File: config.mk
export PLATFORM = sky130hd
export DESIGN_NAME = pipelined_control_unit
export DESIGN_NICKNAME = d
export VERILOG_FILES = /design/src/rtl/control_pkg.sv /design/src/rtl/rv32i_decoder.sv /design/src/rtl/pipelined_control_unit.sv
export SDC_FILE = /design/constraint.sdc
export NUM_CORES = 1
export LEC_CHECK = 0
export BUFFER_PORTS_ARGS = -buffer_cell sky130_fd_sc_hd__buf_2
export CELL_PAD_IN_SITES_DETAIL_PLACEMENT = 1
export CELL_PAD_IN_SITES_GLOBAL_PLACEMENT = 1
export CORE_UTILIZATION = 36
export CTS_CLUSTER_DIAMETER = 60
export DETAILED_ROUTE_END_ITERATION = 12
export PLACE_DENSITY_LB_ADDON = 0.15
export SLEW_MARGIN = 20
export SYNTH_ARGS = -nofsm -noshare
export SYNTH_HDL_FRONTEND = slang
export SYNTH_HIERARCHICAL = 1
export SYNTH_SLANG_ARGS = --single-unit
File: constraint.sdc
create_clock -name clk -period 1.1 [get_ports clk]
set_input_delay 0 -clock clk [delete_from_list [all_inputs] [get_ports clk]]
set_output_delay 0 -clock clk [all_outputs]
set_load 0.01 [all_outputs]
File: src/rtl/control_pkg.sv
// Shared definitions for the RV32I pipelined control path.
// Contents:
//   - base opcode and branch funct3 constants
//   - ALU, immediate-format, result-source and PC-source encodings
//   - the control word carried through the pipeline
//   - the bubble constant
//   - aluFromFunct3, the ALU-op helper shared by R-type and I-type ALU decode
package control_pkg;

    localparam logic [6:0] OP_LUI    = 7'b0110111;
    localparam logic [6:0] OP_AUIPC  = 7'b0010111;
    localparam logic [6:0] OP_JAL    = 7'b1101111;
    localparam logic [6:0] OP_JALR   = 7'b1100111;
    localparam logic [6:0] OP_BRANCH = 7'b1100011;
    localparam logic [6:0] OP_LOAD   = 7'b0000011;
    localparam logic [6:0] OP_STORE  = 7'b0100011;
    localparam logic [6:0] OP_IMM    = 7'b0010011;
    localparam logic [6:0] OP_REG    = 7'b0110011;
    localparam logic [6:0] OP_FENCE  = 7'b0001111;
    localparam logic [6:0] OP_SYSTEM = 7'b1110011;

    localparam logic [2:0] F3_BEQ  = 3'b000;
    localparam logic [2:0] F3_BNE  = 3'b001;
    localparam logic [2:0] F3_BLT  = 3'b100;
    localparam logic [2:0] F3_BGE  = 3'b101;
    localparam logic [2:0] F3_BLTU = 3'b110;
    localparam logic [2:0] F3_BGEU = 3'b111;

    typedef enum logic [3:0] {
        ALU_ADD    = 4'b0000,
        ALU_SUB    = 4'b0001,
        ALU_AND    = 4'b0010,
        ALU_OR     = 4'b0011,
        ALU_XOR    = 4'b0100,
        ALU_SLT    = 4'b0101,
        ALU_SLTU   = 4'b0110,
        ALU_SLL    = 4'b0111,
        ALU_SRL    = 4'b1000,
        ALU_SRA    = 4'b1001,
        ALU_PASS_B = 4'b1010
    } alu_op_t;

    typedef enum logic [2:0] {
        IMM_I = 3'b000,
        IMM_S = 3'b001,
        IMM_B = 3'b010,
        IMM_U = 3'b011,
        IMM_J = 3'b100
    } imm_src_t;

    typedef enum logic [1:0] {
        RES_ALU = 2'b00,
        RES_MEM = 2'b01,
        RES_PC4 = 2'b10
    } result_src_t;

    typedef enum logic [1:0] {
        PC_PLUS4  = 2'b00,
        PC_TARGET = 2'b01,
        PC_ALU    = 2'b10
    } pc_src_t;

    typedef struct packed {
        logic        reg_write;
        result_src_t result_src;
        logic        mem_write;
        logic [2:0]  funct3;
        alu_op_t     alu_control;
        logic        alu_src_a;
        logic        alu_src_b;
        logic        branch;
        logic        jump;
        logic        jalr;
    } ctrl_word_t;

    // A bubble writes nothing and never redirects the PC.
    localparam ctrl_word_t CTRL_BUBBLE = '{
        reg_write:   1'b0,
        result_src:  RES_ALU,
        mem_write:   1'b0,
        funct3:      3'b000,
        alu_control: ALU_ADD,
        alu_src_a:   1'b0,
        alu_src_b:   1'b0,
        branch:      1'b0,
        jump:        1'b0,
        jalr:        1'b0
    };

    // The alt bit selects SUB for funct3 000 and SRA for funct3 101;
    // callers decide when the alt bit is meaningful.
    function automatic alu_op_t aluFromFunct3(input logic [2:0] f3, input logic alt);
        alu_op_t op;
        op = ALU_ADD;
        case (f3)
            3'b000:  op = alt ? ALU_SUB : ALU_ADD;
            3'b001:  op = ALU_SLL;
            3'b010:  op = ALU_SLT;
            3'b011:  op = ALU_SLTU;
            3'b100:  op = ALU_XOR;
            3'b101:  op = alt ? ALU_SRA : ALU_SRL;
            3'b110:  op = ALU_OR;
            default: op = ALU_AND;
        endcase
        return op;
    endfunction

endpackage

File: src/rtl/rv32i_decoder.sv
// Combinational RV32I decoder for the Decode stage.
// Ports:
//   i_opcode    instruction[6:0]
//   i_funct3    instruction[14:12]
//   i_funct7_5  instruction[30]
//   o_ctrl      control word; a bubble when the instruction is illegal
//   o_imm_src   immediate format
//   o_illegal   opcode/funct combination is not in the RV32I base set
module rv32i_decoder
    import control_pkg::*;
(
    input  logic [6:0] i_opcode,
    input  logic [2:0] i_funct3,
    input  logic       i_funct7_5,
    output ctrl_word_t o_ctrl,
    output imm_src_t   o_imm_src,
    output logic       o_illegal
);

    ctrl_word_t w_ctrl;
    logic       w_illegal;

    // Build the control word field by field from a bubble, then replace it
    // with a bubble again if any legality check failed, so an illegal
    // instruction never leaks write or redirect enables into the pipeline.
    always_comb begin
        w_ctrl        = CTRL_BUBBLE;
        w_ctrl.funct3 = i_funct3;
        o_imm_src     = IMM_I;
        w_illegal     = 1'b0;
        case (i_opcode)
            OP_LUI: begin
                w_ctrl.reg_write   = 1'b1;
                w_ctrl.alu_control = ALU_PASS_B;
                w_ctrl.alu_src_b   = 1'b1;
                o_imm_src          = IMM_U;
            end
            OP_AUIPC: begin
                w_ctrl.reg_write = 1'b1;
                w_ctrl.alu_src_a = 1'b1;
                w_ctrl.alu_src_b = 1'b1;
                o_imm_src        = IMM_U;
            end
            OP_JAL: begin
                w_ctrl.reg_write  = 1'b1;
                w_ctrl.result_src = RES_PC4;
                w_ctrl.alu_src_a  = 1'b1;
                w_ctrl.alu_src_b  = 1'b1;
                w_ctrl.jump       = 1'b1;
                o_imm_src         = IMM_J;
            end
            OP_JALR: begin
                w_ctrl.reg_write  = 1'b1;
                w_ctrl.result_src = RES_PC4;
                w_ctrl.alu_src_b  = 1'b1;
                w_ctrl.jalr       = 1'b1;
                w_illegal         = (i_funct3 != 3'b000);
            end
            OP_BRANCH: begin
                w_ctrl.branch      = 1'b1;
                w_ctrl.alu_control = ALU_SUB;
                o_imm_src          = IMM_B;
                w_illegal          = (i_funct3 == 3'b010) || (i_funct3 == 3'b011);
            end
            OP_LOAD: begin
                w_ctrl.reg_write  = 1'b1;
                w_ctrl.result_src = RES_MEM;
                w_ctrl.alu_src_b  = 1'b1;
                w_illegal         = (i_funct3 == 3'b011) || (i_funct3 == 3'b110) ||
                                    (i_funct3 == 3'b111);
            end
            OP_STORE: begin
                w_ctrl.mem_write = 1'b1;
                w_ctrl.alu_src_b = 1'b1;
                o_imm_src        = IMM_S;
                w_illegal        = (i_funct3[2] == 1'b1) || (i_funct3 == 3'b011);
            end
            OP_IMM: begin
                // Only the right shift uses bit 30; SLLI with it set is not RV32I.
                w_ctrl.reg_write   = 1'b1;
                w_ctrl.alu_src_b   = 1'b1;
                w_ctrl.alu_control = aluFromFunct3(i_funct3,
                                                   (i_funct3 == 3'b101) && i_funct7_5);
                w_illegal          = (i_funct3 == 3'b001) && i_funct7_5;
            end
            OP_REG: begin
                w_ctrl.reg_write   = 1'b1;
                w_ctrl.alu_control = aluFromFunct3(i_funct3, i_funct7_5);
                w_illegal          = i_funct7_5 && (i_funct3 != 3'b000) &&
                                     (i_funct3 != 3'b101);
            end
            // FENCE and ECALL/EBREAK retire as bubbles; FENCE.I and CSR
            // accesses belong to extensions and are rejected.
            OP_FENCE, OP_SYSTEM: begin
                w_illegal = (i_funct3 != 3'b000);
            end
            default: begin
                w_illegal = 1'b1;
            end
        endcase
        o_illegal = w_illegal;
        o_ctrl    = w_illegal ? CTRL_BUBBLE : w_ctrl;
    end

endmodule

File: src/rtl/pipelined_control_unit.sv
// Control unit for the five-stage RV32I pipeline: decodes in D, carries the
// control word through ID/EX, EX/MEM and MEM/WB, and resolves branches/jumps in E.
// Ports:
//   clk, rst                      clock and async active-high reset
//   opcode_d, funct3_d, funct7_5_d instruction fields in D
//   stall_e, flush_e              hazard-unit hold / bubble requests for ID/EX
//   zero_e, lt_e, ltu_e           ALU compare flags in E
//   imm_src_d, illegal_d          combinational D outputs
//   alu_control_e, alu_src_a_e, alu_src_b_e, pc_src_e, reg_write_e, result_src_e
//   reg_write_m, result_src_m, mem_write_m, mem_funct3_m
//   reg_write_w, result_src_w
module pipelined_control_unit
    import control_pkg::*;
#(
    parameter int ALU_CTRL_W = 4
) (
    input  logic                  clk,
    input  logic                  rst,
    input  logic [6:0]            opcode_d,
    input  logic [2:0]            funct3_d,
    input  logic                  funct7_5_d,
    input  logic                  stall_e,
    input  logic                  flush_e,
    input  logic                  zero_e,
    input  logic                  lt_e,
    input  logic                  ltu_e,
    output logic [2:0]            imm_src_d,
    output logic                  illegal_d,
    output logic [ALU_CTRL_W-1:0] alu_control_e,
    output logic                  alu_src_a_e,
    output logic                  alu_src_b_e,
    output logic [1:0]            pc_src_e,
    output logic                  reg_write_e,
    output logic [1:0]            result_src_e,
    output logic                  reg_write_m,
    output logic [1:0]            result_src_m,
    output logic                  mem_write_m,
    output logic [2:0]            mem_funct3_m,
    output logic                  reg_write_w,
    output logic [1:0]            result_src_w
);

    ctrl_word_t  w_ctrlD;
    imm_src_t    w_immSrc;
    logic        w_branchTaken;

    ctrl_word_t  r_idEx;
    logic        r_exMemRegWrite;
    result_src_t r_exMemResultSrc;
    logic        r_exMemMemWrite;
    logic [2:0]  r_exMemFunct3;
    logic        r_memWbRegWrite;
    result_src_t r_memWbResultSrc;

    rv32i_decoder u_decoder (
        .i_opcode   (opcode_d),
        .i_funct3   (funct3_d),
        .i_funct7_5 (funct7_5_d),
        .o_ctrl     (w_ctrlD),
        .o_imm_src  (w_immSrc),
        .o_illegal  (illegal_d)
    );

    assign imm_src_d = w_immSrc;

    // Flush is checked before stall so a simultaneous request yields a bubble.
    always_ff @(posedge clk or posedge rst) begin
        if (rst) begin
            r_idEx <= CTRL_BUBBLE;
        end else if (flush_e) begin
            r_idEx <= CTRL_BUBBLE;
        end else if (!stall_e) begin
            r_idEx <= w_ctrlD;
        end
    end

    // Downstream of E nothing stalls; only the fields later stages use are kept.
    always_ff @(posedge clk or posedge rst) begin
        if (rst) begin
            r_exMemRegWrite  <= 1'b0;
            r_exMemResultSrc <= RES_ALU;
            r_exMemMemWrite  <= 1'b0;
            r_exMemFunct3    <= 3'b000;
            r_memWbRegWrite  <= 1'b0;
            r_memWbResultSrc <= RES_ALU;
        end else begin
            r_exMemRegWrite  <= r_idEx.reg_write;
            r_exMemResultSrc <= r_idEx.result_src;
            r_exMemMemWrite  <= r_idEx.mem_write;
            r_exMemFunct3    <= r_idEx.funct3;
            r_memWbRegWrite  <= r_exMemRegWrite;
            r_memWbResultSrc <= r_exMemResultSrc;
        end
    end

    // Branch condition from the funct3 held in ID/EX; 010/011 never reach
    // here as branches because D turns them into bubbles.
    always_comb begin
        w_branchTaken = 1'b0;
        case (r_idEx.funct3)
            F3_BEQ:  w_branchTaken = zero_e;
            F3_BNE:  w_branchTaken = !zero_e;
            F3_BLT:  w_branchTaken = lt_e;
            F3_BGE:  w_branchTaken = !lt_e;
            F3_BLTU: w_branchTaken = ltu_e;
            F3_BGEU: w_branchTaken = !ltu_e;
            default: w_branchTaken = 1'b0;
        endcase
    end

    always_comb begin
        if (r_idEx.jalr) begin
            pc_src_e = PC_ALU;
        end else if (r_idEx.jump || (r_idEx.branch && w_branchTaken)) begin
            pc_src_e = PC_TARGET;
        end else begin
            pc_src_e = PC_PLUS4;
        end
    end

    // Wider ALU control buses carry the 4-bit op zero-extended.
    always_comb begin
        alu_control_e      = '0;
        alu_control_e[3:0] = r_idEx.alu_control;
    end

    assign alu_src_a_e  = r_idEx.alu_src_a;
    assign alu_src_b_e  = r_idEx.alu_src_b;
    assign reg_write_e  = r_idEx.reg_write;
    assign result_src_e = r_idEx.result_src;
    assign reg_write_m  = r_exMemRegWrite;
    assign result_src_m = r_exMemResultSrc;
    assign mem_write_m  = r_exMemMemWrite;
    assign mem_funct3_m = r_exMemFunct3;
    assign reg_write_w  = r_memWbRegWrite;
    assign result_src_w = r_memWbResultSrc;

endmodule

==> key figures, run 1 <==
Outcome
  • Outcome: finished, violations left
  • Failing checks: negative setup slack

Place
  • RD Place Congestion: ~0.84
  • Dpl hpwl: 3.560 mm
  • IO buf count: 42
  • DP Area: between 2000 and 2500 um^2

Pwr
  • Worst ir drop on vdd: between 0.5 and 0.6 mV
  • PD cells: 799.7 nW/um^2
  • Pleak: 1.222 nW

Clocking
  • TritonCTS clock tree: built
  • H-Tree Depth: 1
  • Skew-Pair Late Insertion Delay: between 0.2 and 0.3 ns
  • Clock-pin transition on the worst setup and hold timing paths: 0.08 ns
  • Clk buf depth: 2
  • Root Buffer: clkbuf_8
  • Number of buffers created by CTS: 3
  • # clock sinks: 26

Synth
  • Top-count cell post-synth: dfrtp_1
  • Post-synth ARST share: 100.0%
  • Share of the synthesized area in the top cell type: 40.34%
  • Synthesized area per cell: between 9 and 10 um^2
  • Top cells by area, synth: dfrtp_1 40%, mux2i_1 9.9%, nor2_1 5.8%
  • Sequential fraction of the synthesis area: about two fifths
  • Number of synthesized flops with an enable pin: 0
  • Post-Syn Nets: about 180
  • Main synth FF type: dfrtp_1
  • Yosys warnings: 6
  • Post-synthesis cell type count: 50
  • Synth Register Bits: 26
  • Yosys top cell by area: dfrtp_1
  • Post-Syn Area: approximately 1600 um^2
  • Cells after synthesis: ~160
  • Synth top cells by count: 26 x dfrtp_1, 25 x nor2_1, 16 x mux2i_1

Timing
  • Final Critical Period: around 1.4 ns
  • Finish-stage setup viols: 15
  • Final period util: 129.4%
  • Maximum clock frequency: 702.6 MHz
  • Worst slew margin: between 70% and 80%
  • Final Skew: approximately 0.0021 ns
  • Setup TNS: -3.072 ns
  • Worst-Margin Slew: between 0.4 and 0.5 ns
  • Final hold vios: 0
  • Final Max Tran Viols: 0
  • Worst Slack Setup Final: -0.3233 ns
  • RSZ-0062 raised after global routing: yes

Setup path
  • CP dominant cell by count: buf_6
  • Kind of start point of the critical path: input pin
  • FF-to-FF End: r_idEx[9]
  • Family with the most delay on the worst path: simple AND/OR/NAND/NOR gates
  • Worst path slowest cell: or3b_4
  • Crit. End Element: register
  • R2r setup slk: 0.11 ns
  • Worst r2r src: r_idEx[9]
  • Kind of critical path: input pin to register
  • Register-to-Register Path Depth: 3
  • Crit path arrival time: about 1.6 ns
  • Crit-path max FO: 6
  • Crit path cell chain: buf_8 -> or3b_4 -> a21oi_4 -> buf_6 -> buf_6 -> o211ai_4 -> nor4b_4 -> mux2i_1 -> nor2_1
  • Critical Path Max Stage Delay: around 0.42 ns
  • Critical Path RT: around 1.3 ns
  • Bufs and invs on worst path: 3

Detailed routing
  • DR vias: approximately 1,600
  • Vias per cell: approximately 5.6
  • Routed WL: 5.900 mm
  • Antenna Violating Nets Remaining: 0
  • Initial DRC Count: 57
  • 1st-pass router iterations: 4
  • DR WL/cell: 20.85 um
  • Residual DRC count: 0

Final layout
  • Syn-to-layout area delta: 61.13%
  • Fillers: 437
  • Design area: 2599 um^2
  • Layout net count: ~250
  • Fraction of layout cells with a size suffix above 1: roughly 56%
  • Antenna cell count: 0

Global route
  • Initial antenna violation count: 0
  • Grt ovf: 0
  • GRT Total Usage: 23.13%
  • First-pass GRT wire length: 7.741 mm
  • Largest net degree at the start of global routing: 18
  • Vias in the first global route: between 1,500 and 2,000

Hold path
  • Min-delay worst type: input pin to register
  • Hold path start: flush_e
  • Min-Delay Path Depth: 2
  • Hold Path End: alu_control_e[1]

Floorplanning
  • Die height: between 60 and 70 um
  • Initial Utilization: roughly two fifths
  • DIE WIDTH: roughly 69 um
  • Row Count: 23
  • Die Area: around 4800 um^2
  • Placeable core area: 4144 um^2
  • I/O Pins: 43

Run
  • Max-capacitance violation count: 0
## worst reg2reg max path: cells and delay by family (launching register included)
kind | cells | cell delay (ns)
and+or+nand+nor | 1 | 0.08
DFF | 1 | 0.46
muxes | 1 | 0.18
buffers and inverters | 1 | 0.15
## metal layers
layer	vias up	track usage (%)	part of all wire, %
met2	49	39.08	50
li1	726	-	-
met1	783	28.89	43
met5	-	0	0
met3	18	4.605	3.5
met4	0	8.418	3.8
## cells in the final DEF (no fill, tap or decap), types with 2 or more instances in the layout
cell	instances
buf_2	36
buf_4	30
dfrtp_1	25
nor2_1	23
mux2i_1	16
buf_6	13
a21oi_1	7
nor4b_4	5
nor4_4	5
clkbuf_8	4
buf_8	4
xor2_1	3
nand2_1	3
nand3b_1	2
nand3_1	2
buf_12	2
nor3_2	2
o31ai_4	2
o22ai_4	2
or3_1	2
nor3_4	2
o21ai_0	2
nor2b_1	2
## worst max-delay path by stage
| stage | startpoint | to | slack (ns) | cells past startpoint |
|---|---|---|---|---|
| floorplan | opcode_d[3] | r_idEx[10] | -0.19 | 8 |
| global placement | opcode_d[6] | r_idEx[11] | -0.48 | 8 |
| detailed placement | opcode_d[6] | r_idEx[11] | -0.52 | 7 |
| CTS | r_idEx[9] | pc_src_e[0] | -0.33 | 4 |
| global route | r_idEx[9] | pc_src_e[0] | -0.41 | 4 |
| finish | opcode_d[6] | result_src_e[0] | -0.32 | 9 |
## layout make-up
class	instances	area (um^2)	share of cell area (%)
Sequential cell	26	651.9	25.08
Clock buffer	4	55.05	2.118
Timing Repair Buffer	87	669.4	25.76
Multi-Input combinational cell	115	1156	44.49
Inverter	1	3.754	0.1444
Tap cell	50	62.56	2.407
## power breakdown
part / switching [mW] / internal, mW / total, mW
combinational: 0.281 / 0.239 / 0.519
clock: 0.276 / 0.320 / 0.596
sequential: 0.00338 / 0.959 / 0.963
total: 0.561 / 1.52 / 2.08
## repair_timing
action	4_1_cts	5_1_grt
endpoints found under the setup margin	17	17
hold buffers	1	0
endpoints found under the hold margin	9	0
setup buffers	9	10
pin swaps	13	28
resized for setup	38	43
## metrics by stage
step / setup WS (ns) / hold slack [ns] / instances / util, % / total power, mW
floorplan: -0.1914 / 0.04002 / 163 / - / 1.182
global placement: -0.4850 / 0.008944 / 263 / 48.46 / 1.332
detailed placement: -0.5197 / 0.02097 / 263 / 48.46 / 1.341
CTS: -0.3328 / 0.08553 / 277 / 56.19 / 2.016
global route: -0.4138 / 0.1207 / 283 / 62.71 / 2.176
finish: -0.3233 / 0.09888 / 283 / 62.71 / 2.078
## sequential cells by signal, indices dropped and copies added, names as in the netlist
signal,flops
mem_write_m,1
reg_write_m,1
mem_funct3_m,3
reg_write_w,1
result_src_w,2
r_idEx,7
reg_write_e,1
alu_control_e,4
alu_src_b_e,1
alu_src_a_e,1
result_src_m,2
result_src_e,2
## kinds of logic (layout without fill, tap and decap cells)
family,after synthesis,count (layout),synth area share (%)
buffers and inverters,22,92,7.990
AOI/OAI and AO/OA,26,26,13.97
DFF,26,26,40.34
muxes,16,16,9.930
and+or+nand+nor,69,69,25.60
xor gates and xnor gates,4,4,2.172
(Power assumes the default switching activity.)
==> inputs of run 2 (changes only) <==
ABC_AREA = 1   (was unset)
BUFFER_PORTS_ARGS = -buffer_cell sky130_fd_sc_hd__buf_4   (was -buffer_cell sky130_fd_sc_hd__buf_2)
clock period = 1.6 ns   (was 1.1 ns; I/O delays follow)
==> run 2 against run 1 <==
Against the previous run: the flow now finishes without violations; non-clock buffer count shrank 42; synthesized cell count grew 37%; total power shrank 34%; global-route usage shrank 4.1 points; highest routed layer unchanged; synthesized area shrank 1.3%; sequential share of layout area grew 8.7 points; utilization shrank 16 points; worst setup slack gained 0.57 ns; critical path depth shrank 1; worst hold slack lost 0.037 ns.
==> key figures, run 2 <==
Synth
  • Share of the synthesized area in the top cell type: 40.88% (+0.54 points)
  • Cells after synthesis: 223 (+37%)
  • Number of synthesized flops with an enable pin: 0 (unchanged)
  • Synth Register Bits: 26 (unchanged)
  • Top cells by area, synth: dfrtp_1 41%, nand2_1 12%, nand3_1 11%
  • Sequential fraction of the synthesis area: 40.88% (+0.54 points)
  • Post-synthesis cell type count: 21 (-58%)
  • Post-Syn Nets: 241 (+33%)
  • Synth top cells by count: 49 x nand2_1, 35 x nand3_1, 35 x nor2_1
  • Yosys warnings: 6 (unchanged)
  • Main synth FF type: dfrtp_1
  • Yosys top cell by area: dfrtp_1
  • Post-synth ARST share: 100.0% (unchanged)
  • Synthesized area per cell: 7.137 um^2 (-28%)
  • Post-Syn Area: 1592 um^2 (-1.3%)
  • Top-count cell post-synth: nand2_1

Global route
  • First-pass GRT wire length: 6.741 mm (-13%)
  • Vias in the first global route: 1,429 (-7.1%)
  • Largest net degree at the start of global routing: 29 (+11)
  • GRT Total Usage: 19.03% (-4.1 points)
  • Initial antenna violation count: 0 (unchanged)
  • Grt ovf: 0 (unchanged)

Final layout
  • Post-Layout Cell Count: 306 (+8.1%)
  • Max reg flops: 7 (unchanged)
  • Final Util: 46.82% (-16 points)
  • Commonest non-fill, non-tap cell in the layout: nand2_1
  • Fillers: 556 (+27%)
  • Layout net count: 275 (+9.1%)
  • Syn-to-layout area delta: 21.07%
  • Largest Register: r_idEx
  • Antenna cell count: 0 (unchanged)
  • Commonest cells after routing, fill and taps aside: 49 x nand2_1, 44 x buf_4, 35 x nand3_1, 35 x nor2_1, 26 x dfrtp_1
  • Fraction of layout cells with a size suffix above 1: 24.61% (-32 points)

Timing
  • Final period util: a little over four fifths
  • Worst-Margin Slew: 0.4254 ns (-0.01144 ns)
  • Finish-stage setup viols: 0 (-15)
  • Setup TNS: 0 ns (+3.072 ns)
  • Final Critical Period: roughly 1.4 ns
  • Maximum clock frequency: 737.5 MHz
  • Final hold vios: 0 (unchanged)
  • Final Max Tran Viols: 0 (unchanged)
  • RSZ-0062 raised after global routing: no
  • Worst slew margin: 71.57% (+0.87 points)
  • Worst Slack Setup Final: 0.2441 ns (+0.5674 ns)
  • Final Skew: 0.006587 ns (+0.004448 ns)

Place
  • Place WS: 0.1168 ns (+0.6365 ns)
  • RD Place Congestion: 0.8693 (+3.2%)
  • Placed Instances: 301 (+14%)
  • IO buf count: 42 (unchanged)
  • Dpl hpwl: 3.040 mm (-15%)

Setup path
  • Register-to-Register Path Depth: 2 (-1)
  • Kind of start point of the critical path: register
  • Crit-path max FO: 5 (-1)
  • Crit. End Element: output port
  • R2r setup slk: 0.86 ns (+0.75 ns)
  • Crit path arrival time: 1.36 ns (-0.25 ns)
  • Worst r2r src: r_idEx[11]
  • Critical Path RT: 1.60 ns (+0.31 ns)
  • FF-to-FF End: r_idEx[11]
  • Kind of critical path: register to output port

Clocking
  • Root Buffer: clkbuf_8
  • Number of buffers created by CTS: 3 (unchanged)
  • Clk buf depth: 2 (unchanged)
  • H-Tree Depth: 1 (unchanged)
  • # clock sinks: 26 (unchanged)
  • TritonCTS clock tree: built
  • Skew-Pair Late Insertion Delay: 0.27 ns (about the same)
  • # hold bufs at CTS: 1 (unchanged)
  • Postcts setup bufs: 0 (-9)
  • Resized Gates After CTS: 0 (-100%)
  • Clock-pin transition on the worst setup and hold timing paths: 0.09 ns (about the same)

Detailed routing
  • Initial DRC Count: 51 (-11%)
  • Vias per cell: 4.879 (-12%)
  • DR vias: 1,493 (-5.3%)
  • Antenna Violating Nets Remaining: 0 (unchanged)
  • Residual DRC count: 0 (unchanged)
  • DR WL/cell: 12.55 um (-40%)
  • 1st-pass router iterations: 4 (unchanged)
  • Routed WL: 3.839 mm (-35%)

Floorplanning
  • Row Count: 23 (unchanged)
  • Initial Utilization: 38.67% (-0.24 points)
  • I/O Pins: 43 (unchanged)
  • Placeable core area: 4115 um^2 (-0.69%)
  • DIE WIDTH: 68.49 um (-0.64%)
  • Die Area: 4691 um^2 (-1.3%)
  • Die height: 68.49 um (-0.64%)

Run
  • Max-capacitance violation count: 0 (unchanged)

Hold path
  • Min-Delay Path Depth: 2 (unchanged)
  • Hold path start: stall_e
  • Min-delay worst type: input pin to register
  • Hold Path End: alu_control_e[0]

Pwr
  • PD cells: 717.1 nW/um^2 (-10%)
  • Worst ir drop on vdd: 0.4248 mV (-28%)
  • Pleak: 1.025 nW (-16%)

Outcome
  • Outcome: finished clean
run 2: how the worst max path moves through the flow:
stage / from / endpoint / slack, ns / cells after the start
2_1_floorplan: opcode_d[6] / r_idEx[10] / 0.46 / 12
4_1_cts: r_idEx[11] / pc_src_e[0] / 0.22 / 8
3_3_place_gp: opcode_d[3] / r_idEx[0] / 0.15 / 12
3_5_place_dp: opcode_d[3] / r_idEx[10] / 0.12 / 12
6_report: r_idEx[11] / pc_src_e[0] / 0.24 / 8
5_1_grt: r_idEx[11] / pc_src_e[0] / 0.09 / 8
run 2: cell type report:
| type | count | area [um^2] | area share [%] |
|---|---|---|---|
| Clock buffer | 3 | 41.29 | 2.143 |
| Inverter | 26 | 97.59 | 5.065 |
| Tap cell | 50 | 62.56 | 3.247 |
| Clock inverter | 1 | 30.03 | 1.558 |
| Timing Repair Buffer | 45 | 340.3 | 17.66 |
| Sequential cell | 26 | 650.6 | 33.77 |
| Multi-Input combinational cell | 155 | 704.4 | 36.56 |
run 2: metrics by stage:
step           hold WS, ns  area [um^2]  total power, mW
6_report           0.06187         1927            1.382
5_1_grt            0.08004         1927            1.447
4_1_cts            0.06372         1927            1.395
3_5_place_dp       0.08823         1846           0.8555
3_3_place_gp       0.08244         1846           0.8547
2_1_floorplan      0.04002         1592           0.7954
run 2: report_power, final:
group	internal [mW]	leakage (nW)	total [mW]	switching, mW
sequential	0.660	0.363	0.663	0.00254
combinational	0.0644	0.627	0.180	0.115
clock	0.334	0.0357	0.539	0.205
run 2: routing by layer:
layer / GRT usage (%) / vias to the layer above / wire length (um)
li1: - / 761 / -
met1: 25.18 / 705 / 1856
met2: 32.97 / 25 / 1838
met3: 0.9868 / 2 / 110
met4: 6.250 / 0 / 34
met5: 0 / - / 0
run 2: critical path, stage by stage, from the launching register on:
cell and delay, ns:
dfrtp_1 0.43, inv_1 0.11, nand2_1 0.06, nand3_1 0.07
nand3_1 0.07, nand2_1 0.06, nand2_1 0.06, a21oi_2 0.11
buf_4 0.12
run 2: logic make-up (layout without fill, tap and decap cells):
family,after synthesis,count (layout),share of synthesized area [%]
and+or+nand+nor,136,136,37.74
DFF,26,26,40.88
AOI/OAI and AO/OA,19,19,6.525
buffers and inverters,42,75,14.86
==> inputs of run 3 (changes only) <==
clock period = 1.4 ns   (was 1.6 ns; I/O delays follow)
==> run 3 against run 2 <==
Against the previous run: critical path depth unchanged; flip-flop and latch count unchanged; cell count up 2.0%; utilization up 1.2 points; wire length up 1.8%; design area up 2.6%; worst hold slack better by 0.0065 ns; sequential power up 14%; sequential share of layout area down 0.85 points; first-iteration DRC count up 25%; clock power down 13%; global-route usage down 0.69 points; highest routed layer unchanged.
==> key figures, run 3 (synthesis results as in run 2) <==
Pwr
  • Pleak: 1.056 nW (+3.0%)
  • Worst ir drop on vdd: 0.3770 mV (-11%)
  • PD cells: 729.7 nW/um^2 (+1.8%)
  • Final Total Pwr: 1.442 mW (+4.4%)

Detailed routing
  • DR vias: 1,500 (+0.47%)
  • Routed WL: 3.907 mm (+1.8%)
  • Vias per cell: 4.808 (-1.5%)
  • 1st-pass router iterations: 4 (unchanged)
  • Residual DRC count: 0 (unchanged)
  • Antenna Violating Nets Remaining: 0 (unchanged)
  • DR WL/cell: 12.52 um (-0.19%)
  • Initial DRC Count: 64 (+25%)

Clocking
  • # clock sinks: 26 (unchanged)
  • Clk buf depth: 2 (unchanged)
  • TritonCTS clock tree: built
  • Number of buffers created by CTS: 3 (unchanged)
  • H-Tree Depth: 1 (unchanged)
  • Clock-pin transition on the worst setup and hold timing paths: 0.09 ns (about the same)
  • Root Buffer: clkbuf_8
  • Skew-Pair Late Insertion Delay: 0.26 ns (about the same)

Final layout
  • Layout net count: 281 (+2.2%)
  • Syn-to-layout area delta: 24.21%
  • Fraction of layout cells with a size suffix above 1: 28.63% (+4.0 points)
  • Max reg flops: 7 (unchanged)
  • Final Util: 48.04% (+1.2 points)
  • Commonest cells after routing, fill and taps aside: 49 x buf_4, 46 x nand2_1, 35 x nor2_1, 33 x nand3_1, 26 x dfrtp_1
  • Antenna cell count: 0 (unchanged)
  • Largest Register: r_idEx
  • Design area: 1977 um^2 (+2.6%)
  • Post-Layout Cell Count: 312 (+2.0%)
  • Fillers: 542 (-2.5%)
  • Commonest non-fill, non-tap cell in the layout: buf_4

Place
  • Placed Instances: 304 (+1.0%)
  • DP Area: 1868 um^2 (+1.2%)
  • IO buf count: 42 (unchanged)
  • RD Place Congestion: 0.9000 (+3.5%)
  • Dpl hpwl: 3.058 mm (+0.59%)
  • Place WS: -0.07841 ns (-0.1952 ns)

Setup path
  • Critical Path Max Stage Delay: 0.44 ns (about the same)
  • Register-to-Register Path Depth: 3 (+1)
  • CP Depth: 8 (unchanged)
  • Bufs and invs on worst path: 2 (unchanged)
  • Crit-path max FO: 4 (-1)
  • Kind of critical path: register to output port
  • Worst Setup EP: pc_src_e[0]
  • Family with the most delay on the worst path: flip-flops
  • Critical path launch point: r_idEx[11]
  • R2r setup slk: 0.57 ns (-0.29 ns)
  • FF-to-FF End: r_idEx[11]
  • Worst r2r src: r_idEx[11]
  • Critical Path RT: 1.40 ns (-0.20 ns)
  • Worst path slowest cell: dfrtp_1
  • Kind of start point of the critical path: register
  • Crit path arrival time: 1.34 ns (-0.02 ns)
  • Crit. End Element: output port
  • Crit path cell chain: inv_2 -> nand2_2 -> nand3_2 -> nand3_2 -> nand2_1 -> nand2_1 -> a21oi_2 -> buf_4

Floorplanning
  • Initial Utilization: 38.67% (unchanged)
  • DIE WIDTH: 68.49 um (unchanged)
  • Row Count: 23 (unchanged)
  • Placeable core area: 4115 um^2 (unchanged)
  • I/O Pins: 43 (unchanged)
  • Die height: 68.49 um (unchanged)
  • Die Area: 4691 um^2 (unchanged)

Timing
  • RSZ-0062 raised after global routing: yes
  • Worst Slack Setup Final: 0.06070 ns (-0.1834 ns)
  • Finish-stage setup viols: 0 (unchanged)
  • Worst-Margin Slew: 0.4170 ns (-0.008337 ns)
  • Maximum clock frequency: 746.7 MHz
  • Final period util: a little over nine tenths
  • Final Max Tran Viols: 0 (unchanged)
  • Final Critical Period: ~1.3 ns
  • Final Skew: 0.0008400 ns (-0.005747 ns)
  • Worst slew margin: 72.13% (+0.56 points)
  • Final hold vios: 0 (unchanged)
  • Worst hold slack: 0.06833 ns (+0.006456 ns)
  • Setup TNS: 0 ns (unchanged)

Global route
  • First-pass GRT wire length: 6.520 mm (-3.3%)
  • Largest net degree at the start of global routing: 29 (unchanged)
  • Grt ovf: 0 (unchanged)
  • Vias in the first global route: 1,437 (+0.56%)
  • Initial antenna violation count: 0 (unchanged)
  • GRT Total Usage: 18.34% (-0.69 points)

Run
  • Max-capacitance violation count: 0 (unchanged)

Hold path
  • Min-delay worst type: input pin to register
  • Hold path start: stall_e

Outcome
  • Outcome: finished clean
==> run 3: cell types whose count changed in the layout (fill, tap and decap cells not counted) <==
cell / before / now
buf_4: 44 / 49
buf_6: 0 / 1
bufinv_16: 1 / 0
clkbuf_8: 3 / 4
inv_1: 22 / 21
inv_2: 4 / 5
nand2_1: 49 / 46
nand2_2: 5 / 8
nand3_1: 35 / 33
nand3_2: 1 / 3
==> run 3: area by class of cell <==
type | instances | area, um^2 | share of cell area [%]
sequential | 26 | 650.6 | 32.91
tap | 50 | 62.56 | 3.165
multi-input combinational | 155 | 721.9 | 36.52
timing repair buffer | 51 | 389.1 | 19.68
inverter | 26 | 97.59 | 4.937
clock buffer | 4 | 55.05 | 2.785
==> run 3: power breakdown <==
part | internal (mW) | total (mW) | switching, mW
Clock | 0.251 | 0.471 | 0.220
Sequential | 0.754 | 0.757 | 0.00292
Combinational | 0.0786 | 0.214 | 0.136
==> run 3: how the worst min path moves through the flow <==
| stage | depth (start not counted) | to |
|---|---|---|
| final | 2 | alu_control_e[0] |
| after global routing | 2 | result_src_e[1] |
| after CTS | 2 | alu_control_e[0] |
| after detailed placement | 3 | result_src_w[1] |
| after global placement | 3 | result_src_w[1] |
| after floorplan | 1 | alu_control_e[0] |
==> run 3: what timing repair did <==
item	CTS	global route
buffers inserted	0	3
endpoints found under the setup margin	0	1
hold endpoints to repair	26	0
gates resized for setup	0	7
hold buffers	1	0
==> run 3: layer usage <==
layer | share of wire, % | GRT usage (%) | vias up
met3 | 2.8 | 1.151 | 4
met4 | 1.2 | 5.469 | 0
met1 | 48 | 24.24 | 688
met2 | 48 | 31.86 | 28
met5 | 0 | 0 | -
li1 | - | - | 780
